===== src/rtl/mem_access_arbiter.sv =====
// Two-requester arbiter in front of a multi-read/single-write storage block (fetch reads, load/store reads+writes).
// Define MEMARB_LS_PRIORITY_EN to make load/store win every tie instead of round-robin.
module mem_access_arbiter #(
  parameter int unsigned ADDR_SIZE   = 28,
  parameter int unsigned ROW_WIDTH   = 32,
  parameter int unsigned MEM_LATENCY = 1
) (
  input  logic                   clk,
  input  logic                   rst,
  input  logic                   fetchReq,
  input  logic [ADDR_SIZE-1:0]   fetchAddr,
  output logic [ROW_WIDTH-1:0]   fetchRdata,
  output logic                   fetchValid,
  input  logic                   lsReq,
  input  logic                   lsWrite,
  input  logic [ADDR_SIZE-1:0]   lsAddr,
  input  logic [ROW_WIDTH-1:0]   lsWdata,
  output logic [ROW_WIDTH-1:0]   lsRdata,
  output logic                   lsValid,
  output logic [2*ADDR_SIZE-1:0] memReadAddrs,
  output logic [1:0]             memReadEns,
  output logic [ADDR_SIZE-1:0]   memWriteAddr,
  output logic [ROW_WIDTH-1:0]   memWriteData,
  output logic                   memWriteEn,
  input  logic [ROW_WIDTH-1:0]   memReadData,
  output logic                   busy
);

  localparam int unsigned CNT_W = 4;

  typedef enum logic [1:0] {IDLE, ACCESS, RESP} state_t;

  state_t                 state_q, state_d;
  logic [CNT_W-1:0]       cnt_q, cnt_d;
  logic                   owner_q, owner_d;
  logic                   last_owner_q, last_owner_d;
  logic [ADDR_SIZE-1:0]   addr_q, addr_d;
  logic [ROW_WIDTH-1:0]   wdata_q, wdata_d;
  logic                   write_q, write_d;
  logic [ROW_WIDTH-1:0]   fetch_rdata_q, fetch_rdata_d;
  logic [ROW_WIDTH-1:0]   ls_rdata_q, ls_rdata_d;
  logic                   fetch_valid_q, fetch_valid_d;
  logic                   ls_valid_q, ls_valid_d;
  logic                   busy_q, busy_d;
  logic [1:0]             rd_en_q, rd_en_d;
  logic                   we_q, we_d;
  logic                   grant_ls_c;

  // Winner selection when both requesters are present in IDLE
`ifdef MEMARB_LS_PRIORITY_EN
  assign grant_ls_c = lsReq;
`else
  assign grant_ls_c = lsReq & (~fetchReq | ~last_owner_q);
`endif

  always_comb begin
    state_d       = state_q;
    cnt_d         = cnt_q;
    owner_d       = owner_q;
    last_owner_d  = last_owner_q;
    addr_d        = addr_q;
    wdata_d       = wdata_q;
    write_d       = write_q;
    fetch_rdata_d = fetch_rdata_q;
    ls_rdata_d    = ls_rdata_q;
    fetch_valid_d = 1'b0;
    ls_valid_d    = 1'b0;
    rd_en_d       = 2'b00;
    we_d          = 1'b0;

    case (state_q)
      IDLE: begin
        if (fetchReq || lsReq) begin
          owner_d      = grant_ls_c;
          last_owner_d = grant_ls_c;
          addr_d       = grant_ls_c ? lsAddr : fetchAddr;
          wdata_d      = grant_ls_c ? lsWdata : wdata_q;
          write_d      = grant_ls_c & lsWrite;
          cnt_d        = CNT_W'(MEM_LATENCY - 1);
          state_d      = ACCESS;
        end
      end
      ACCESS: begin
        if (cnt_q == '0) begin
          if (!write_q) begin
            if (owner_q) ls_rdata_d    = memReadData;
            else         fetch_rdata_d = memReadData;
          end
          fetch_valid_d = ~owner_q;
          ls_valid_d    = owner_q;
          state_d       = RESP;
        end else begin
          cnt_d = cnt_q - CNT_W'(1);
        end
      end
      RESP:    state_d = IDLE;
      default: state_d = IDLE;
    endcase

    // Storage strobes are registered one cycle ahead from the next-state view
    if (state_d == ACCESS) begin
      if (!owner_d)      rd_en_d = 2'b01;
      else if (!write_d) rd_en_d = 2'b10;
      we_d = write_d && (cnt_d == '0);
    end
    busy_d = (state_d != IDLE);
  end

  always_ff @(posedge clk) begin
    if (rst) begin
      state_q       <= IDLE;
      cnt_q         <= '0;
      owner_q       <= 1'b0;
      last_owner_q  <= 1'b1;
      addr_q        <= '0;
      wdata_q       <= '0;
      write_q       <= 1'b0;
      fetch_rdata_q <= '0;
      ls_rdata_q    <= '0;
      fetch_valid_q <= 1'b0;
      ls_valid_q    <= 1'b0;
      busy_q        <= 1'b0;
      rd_en_q       <= 2'b00;
      we_q          <= 1'b0;
    end else begin
      state_q       <= state_d;
      cnt_q         <= cnt_d;
      owner_q       <= owner_d;
      last_owner_q  <= last_owner_d;
      addr_q        <= addr_d;
      wdata_q       <= wdata_d;
      write_q       <= write_d;
      fetch_rdata_q <= fetch_rdata_d;
      ls_rdata_q    <= ls_rdata_d;
      fetch_valid_q <= fetch_valid_d;
      ls_valid_q    <= ls_valid_d;
      busy_q        <= busy_d;
      rd_en_q       <= rd_en_d;
      we_q          <= we_d;
    end
  end

  // Write strobe and valids are masked during reset so an aborted store never lands
  assign memWriteEn   = we_q & ~rst;
  assign fetchValid   = fetch_valid_q & ~rst;
  assign lsValid      = ls_valid_q & ~rst;
  assign memReadAddrs = {addr_q, addr_q};
  assign memReadEns   = rd_en_q;
  assign memWriteAddr = addr_q;
  assign memWriteData = wdata_q;
  assign fetchRdata   = fetch_rdata_q;
  assign lsRdata      = ls_rdata_q;
  assign busy         = busy_q;

endmodule


===== config.mk =====
export PLATFORM = sky130hd
export DESIGN_NAME = mem_access_arbiter
export DESIGN_NICKNAME = d
export VERILOG_FILES = /design/src/rtl/mem_access_arbiter.sv
export SDC_FILE = /design/constraint.sdc
export NUM_CORES = 1
export LEC_CHECK = 0
export ABC_AREA = 0
export CORE_MARGIN = 5
export CORE_UTILIZATION = 39
export DETAILED_ROUTE_END_ITERATION = 10
export GPL_ROUTABILITY_DRIVEN = 0
export PLACE_DENSITY = 0.85
export SLEW_MARGIN = 20
export SYNTH_ARGS = -nofsm -noshare
export SYNTH_HDL_FRONTEND = slang
export SYNTH_SLANG_ARGS = --single-unit

===== constraint.sdc =====
create_clock -name clk -period 2.21 [get_ports clk]
set_input_delay 0.221 -clock clk [delete_from_list [all_inputs] [get_ports clk]]
set_output_delay 0.221 -clock clk [all_outputs]
set_load 0.05 [all_outputs]

; ---- Yosys cells after proc, flatten, opt, wreduce, memory -nomap -nowiden
; Cells that the tools add are included.
; W data, S select, Z words.
[word_totals]
regBits = 139
inputBits = 125
out_inout_bits = 186
word_cells = 59
[classes]
n_addsub = 1
eq_ne = 2
n_mux = 13
bitwise_logic = 15
n_reduce_logical = 13
[op_table]
columns = cell, n
row1 = $mux W28, 1
row2 = $not A1 Y1, 9
row3 = $logic_not A4 Y1, 2
row4 = $mux W4, 2
row5 = $pmux W4 S2, 1
row6 = $reduce_and A4 Y1, 2
row7 = $mux W2, 3
row8 = $reduce_or A3 Y1, 2
row9 = $and A1 B1 Y1, 5
row10 = $mux W1, 5
row11 = $eq A2 B1 Y1 const B, 2
row12 = $pmux W2 S2, 1
row13 = $sub A4 B1 Y4 const B, 1
row14 = $reduce_and A3 Y1, 1
row15 = $logic_not A2 Y1, 1
row16 = $reduce_and A2 Y1, 1
row17 = $reduce_bool A2 Y1, 1
row18 = $reduce_or A2 Y1, 1
row19 = $logic_and A1 B1 Y1, 1
row20 = $logic_or A1 B1 Y1, 1
row21 = $or A1 B1 Y1, 1

; ---- Depth between registers and ports, before layout
; Gate-level depths: netlist of the first run.
[logic_depth]
depth_word = 8
depth_mapped = 9
mapped_depth_nobuf = 6

; ---- Least setup slack after synthesis of the first run
; OpenSTA, ideal clock, no wires.
[synth_timing]
path_kind = reg-to-reg
from = reg cnt_q[0]
to = reg fetch_rdata_q[10], in the netlist fetchRdata[10]
setup_ps = 143
arrival_time_ps = 1835
required_ps = 2067
path_slack_ps = 232
path_stages_with_launch = 10
path_buffers = 3
period_less_slack_ps = 1978
path_cell_list = dfxtp_1 inv_1 ha_1 or3b_1 buf_2 or4_4 buf_6 buf_8 nand2_2 a21oi_2
[synth_via]
elab_chain_cells = 2
[synth_lines]
columns = item, line
row1 = "start, declared", 34  ; logic [CNT_W-1:0] cnt_q, cnt_d;
row2 = "start signal, assigned", 127  ; cnt_q <= cnt_d;
row3 = $logic_not A4 Y1, 84  ; if (cnt_q == '0) begin
row4 = $reduce_and A4 Y1 (no line), --
row5 = "end signal, assigned", 133  ; fetch_rdata_q <= fetch_rdata_d;
row6 = "end, declared", 40  ; logic [ROW_WIDTH-1:0] fetch_rdata_q, fetch_rdata_d;
; No other way between the ends.
; A chain may end at the register's enable or synchronous reset.

; ---- Worst setup path after layout of the first run
[layout_timing]
from = reg cnt_q[0]
to = reg fetch_rdata_q[0], in the netlist fetchRdata[0]
; Same word-level chain as after synthesis.

==> qor.yml, run 1 <==
synth:
  ys_warn_count: 0
  synth_top_area_share_pct: 48.1
  synth.distinct_cells: 41
  syn_inst: 668
  ys_seq_elements: 139
  synthTopCellsByArea: "dfxtp_1, nand2_1, buf_4, a21oi_1, mux2i_1"
  syn-cell-area_sq_um: 5790
  synth_area_per_cell_sq_um: 8.66
  seq_area_frac_synth_pct: 48.1
  syn-num-nets: 794
  yosysTopAreaCell: "dfxtp_1"
critical_path:
  worstReg2RegEnd: "fetchRdata[0]"
  cp_data_arrival_time_ns: 2.37
  crit-reg2reg-launch: "cnt_q[0]"
  cp.required_ns: 2.46
  cp_max_fo: 32
  reg2reg_depth: 6
  critPathLaunchType: "flip-flop"
  cp-end-kind: "flip-flop"
  path_class: "reg -> reg"
  r2r_setup_slack_ns: 0.1
cells_and_area:
  drive_above_1_share_pct: 12.1
  layout_commonest_cell: "clkdlybuf4s50_1"
  diodes: 0
  final.fill_count: 1195
  multi_input_area_sq_um: 2360
  final_net_count: 1036
  areaGrowthSynthToFinish_pct: 59.6
  fin_cells: 1107
  seq_area_sq_um: 2780
  design_area_sq_um: 9230
  final_cell_mix: "clkdlybuf4s50_1, nand2_1, dfxtp_1"
die:
  dieHeight_um: 132
  fp-row-count: 44
  core_area_sq_um: 14500
  io-pin-count: 311
  die_w_um: 132
  start_util_pct: 39.8
  die_area_sq_um: 17400
global_routing:
  grt_pass1_vias: 5233
  grt_usage_pct: 20.2
  gr-total-overflow: 0
  grt_max_degree: 78
  grt_pass1_wl_um: 28200
  antenna_found_initial: 0
clock_network:
  htree_levels: 4
  clock_latency_ns: 0.42
  root_buffer: "clkbuf_16"
  cts.sinks: 139
  cts_tree: "built"
  cts_buffers: 17
  path_clk_slew_ns: 0.06
  cts.path.max_buffers: 2
  cts_setup_buffers: 0
  post_cts_resized: 0
timing:
  rsz0062_at_grt: "false"
  setup_violations: 0
  post-route-period-util_pct: 95.6
  tightest_slew_ns: 0.937
  finalMaxSlewViolations: 0
  hold_viol: 0
  max_freq_mhz: 473
  max-slew-margin-rel_pct: 37.6
  skew_ns: 0.00730
  fin_tns_setup_ns: 0
  min_period_ns: 2.11
power:
  cellLeakagePower_uw: 0.00328
  max-vdd-ir-drop_v: 0.000607
  finalPower_uw: 7980
  power_density_nw_per_um2: 864
drt:
  viasPerCell: 4.84
  dr.pass1.iters: 6
  final_antenna_net_count: 0
  routedWlPerCell_um: 16.2
  totalWireLength_um: 18000
  vias: 5362
  drt_iter0_drc: 210
  drc: 0
hold_path:
  hp-class: "in -> reg"
  min_to: "memWriteData[3]"
  min_path_cells: 3
  hp-start: "lsWdata[3]"
status:
  status: "finished clean"
placement:
  place.port_buffers: 310
  placed_cells: 1074
  hpwl_um: 13100
  placed_area_sq_um: 8640
job:
  max-cap-violations: 0
==> sequential cells by signal, indices dropped and copies added, names as in the netlist <==
signal         cells
fetchRdata        32
ls_valid_q         1
memWriteAddr      28
state_q            2
cnt_q              4
memReadEns         2
owner_q            1
memWriteData      32
write_q            1
fetch_valid_q      1
we_q               1
busy               1
last_owner_q       1
lsRdata           32
==> stage by stage <==
stage	hold WS (ns)	setup slack, ns	util, %
2_1_floorplan	0.309	0.232	-
3_3_place_gp	0.432	0.186	59.4
3_5_place_dp	0.437	0.126	59.4
4_1_cts	0.331	0.0818	63.5
5_1_grt	0.339	0.0148	63.5
6_report	0.346	0.0980	63.5
==> cells in the mapped netlist <==
cell / number
o21a_1: 2
ha_1: 1
a21oi_1: 71
nor4b_1: 1
nand3b_1: 1
nor4b_4: 1
o21ba_2: 1
nand2b_1: 2
a21boi_0: 1
nand3_1: 1
a211oi_1: 29
buf_1: 2
o21ai_1: 1
dfxtp_1: 139
nand2_2: 30
buf_2: 10
inv_1: 2
clkbuf_1: 28
nor4_2: 1
nor3b_1: 1
nor2_1: 34
buf_6: 1
nor2b_1: 4
or3b_2: 1
mux2i_1: 28
a22oi_1: 1
or3_1: 1
or3b_1: 1
and2_1: 3
buf_8: 3
and3b_1: 1
a311oi_1: 1
nor3_1: 3
nor4_1: 2
or4_4: 1
and3_1: 1
nand2_1: 166
a31oi_1: 2
nand4b_1: 1
a21oi_2: 30
buf_4: 58
==> layout make-up <==
| type | count | share of cell area (%) |
|---|---|---|
| Clock buffer | 20 | 4.84 |
| Multi-Input combinational cell | 425 | 25.6 |
| Inverter | 2 | 0.0813 |
| Clock inverter | 12 | 1.50 |
| Sequential cell | 139 | 30.1 |
| Tap cell | 184 | 2.49 |
| Timing Repair Buffer | 325 | 35.4 |
==> kinds of logic after synthesis <==
group	Yosys count	share of synthesized area, %
DFF	139	48.1
and+or+nand+nor	257	19.8
muxes	28	4.84
buffers and inverters	104	11.4
adders and majority gates	1	0.216
AOI/OAI and AO/OA	139	15.6
==> report_power, final <==
group / switching, uW / total, uW / internal [uW]
clock network: 1100 / 2800 / 1700
logic: 1510 / 2350 / 849
registers: 144 / 2820 / 2680
==> timing repair <==
| action | in CTS | in global routing |
|---|---|---|
| setup endpoints to repair | 0 | 0 |
| hold buffers | 1 | 0 |
| endpoints found under the hold margin | 1 | 0 |
==> critical path: stages (launching register included) <==
cell and delay, ns:
dfxtp_1 0.33, inv_1 0.07, ha_1 0.19, or3b_1 0.38, or4_4 0.71, nand2_1 0.17, a21oi_1 0.09
==> how the worst max path moves through the flow <==
stage | startpoint | end
after global placement | cnt_q[0] | fetchRdata[0]
after detailed placement | cnt_q[0] | fetchRdata[31]
final | cnt_q[0] | fetchRdata[0]
after global routing | cnt_q[0] | fetchRdata[0]
after CTS | cnt_q[0] | fetchRdata[0]
after floorplan | cnt_q[0] | fetchRdata[10]
==> per-layer routing <==
layer  vias to the layer above  track usage (%)  routed length [um]
li1                       2653                -                   -
met1                      2476             22.6                7080
met2                       214             34.9                9060
met3                        19             8.40                1600
met4                         0             6.63                 245
met5                         -                0                   0
Note: power is estimated with default switching activity, not from simulation.
==> run 2: changes to the inputs <==
--- a/config.mk
+++ b/config.mk
@@ -8,6 +8,7 @@
 export ABC_AREA = 0
 export CORE_MARGIN = 5
 export CORE_UTILIZATION = 39
+export CTS_CLUSTER_SIZE = 12
 export DETAILED_ROUTE_END_ITERATION = 10
 export GPL_ROUTABILITY_DRIVEN = 0
 export PLACE_DENSITY = 0.85
==> results of run 2 <==
Final layout, timing and power as in run 1 (identical DEF).
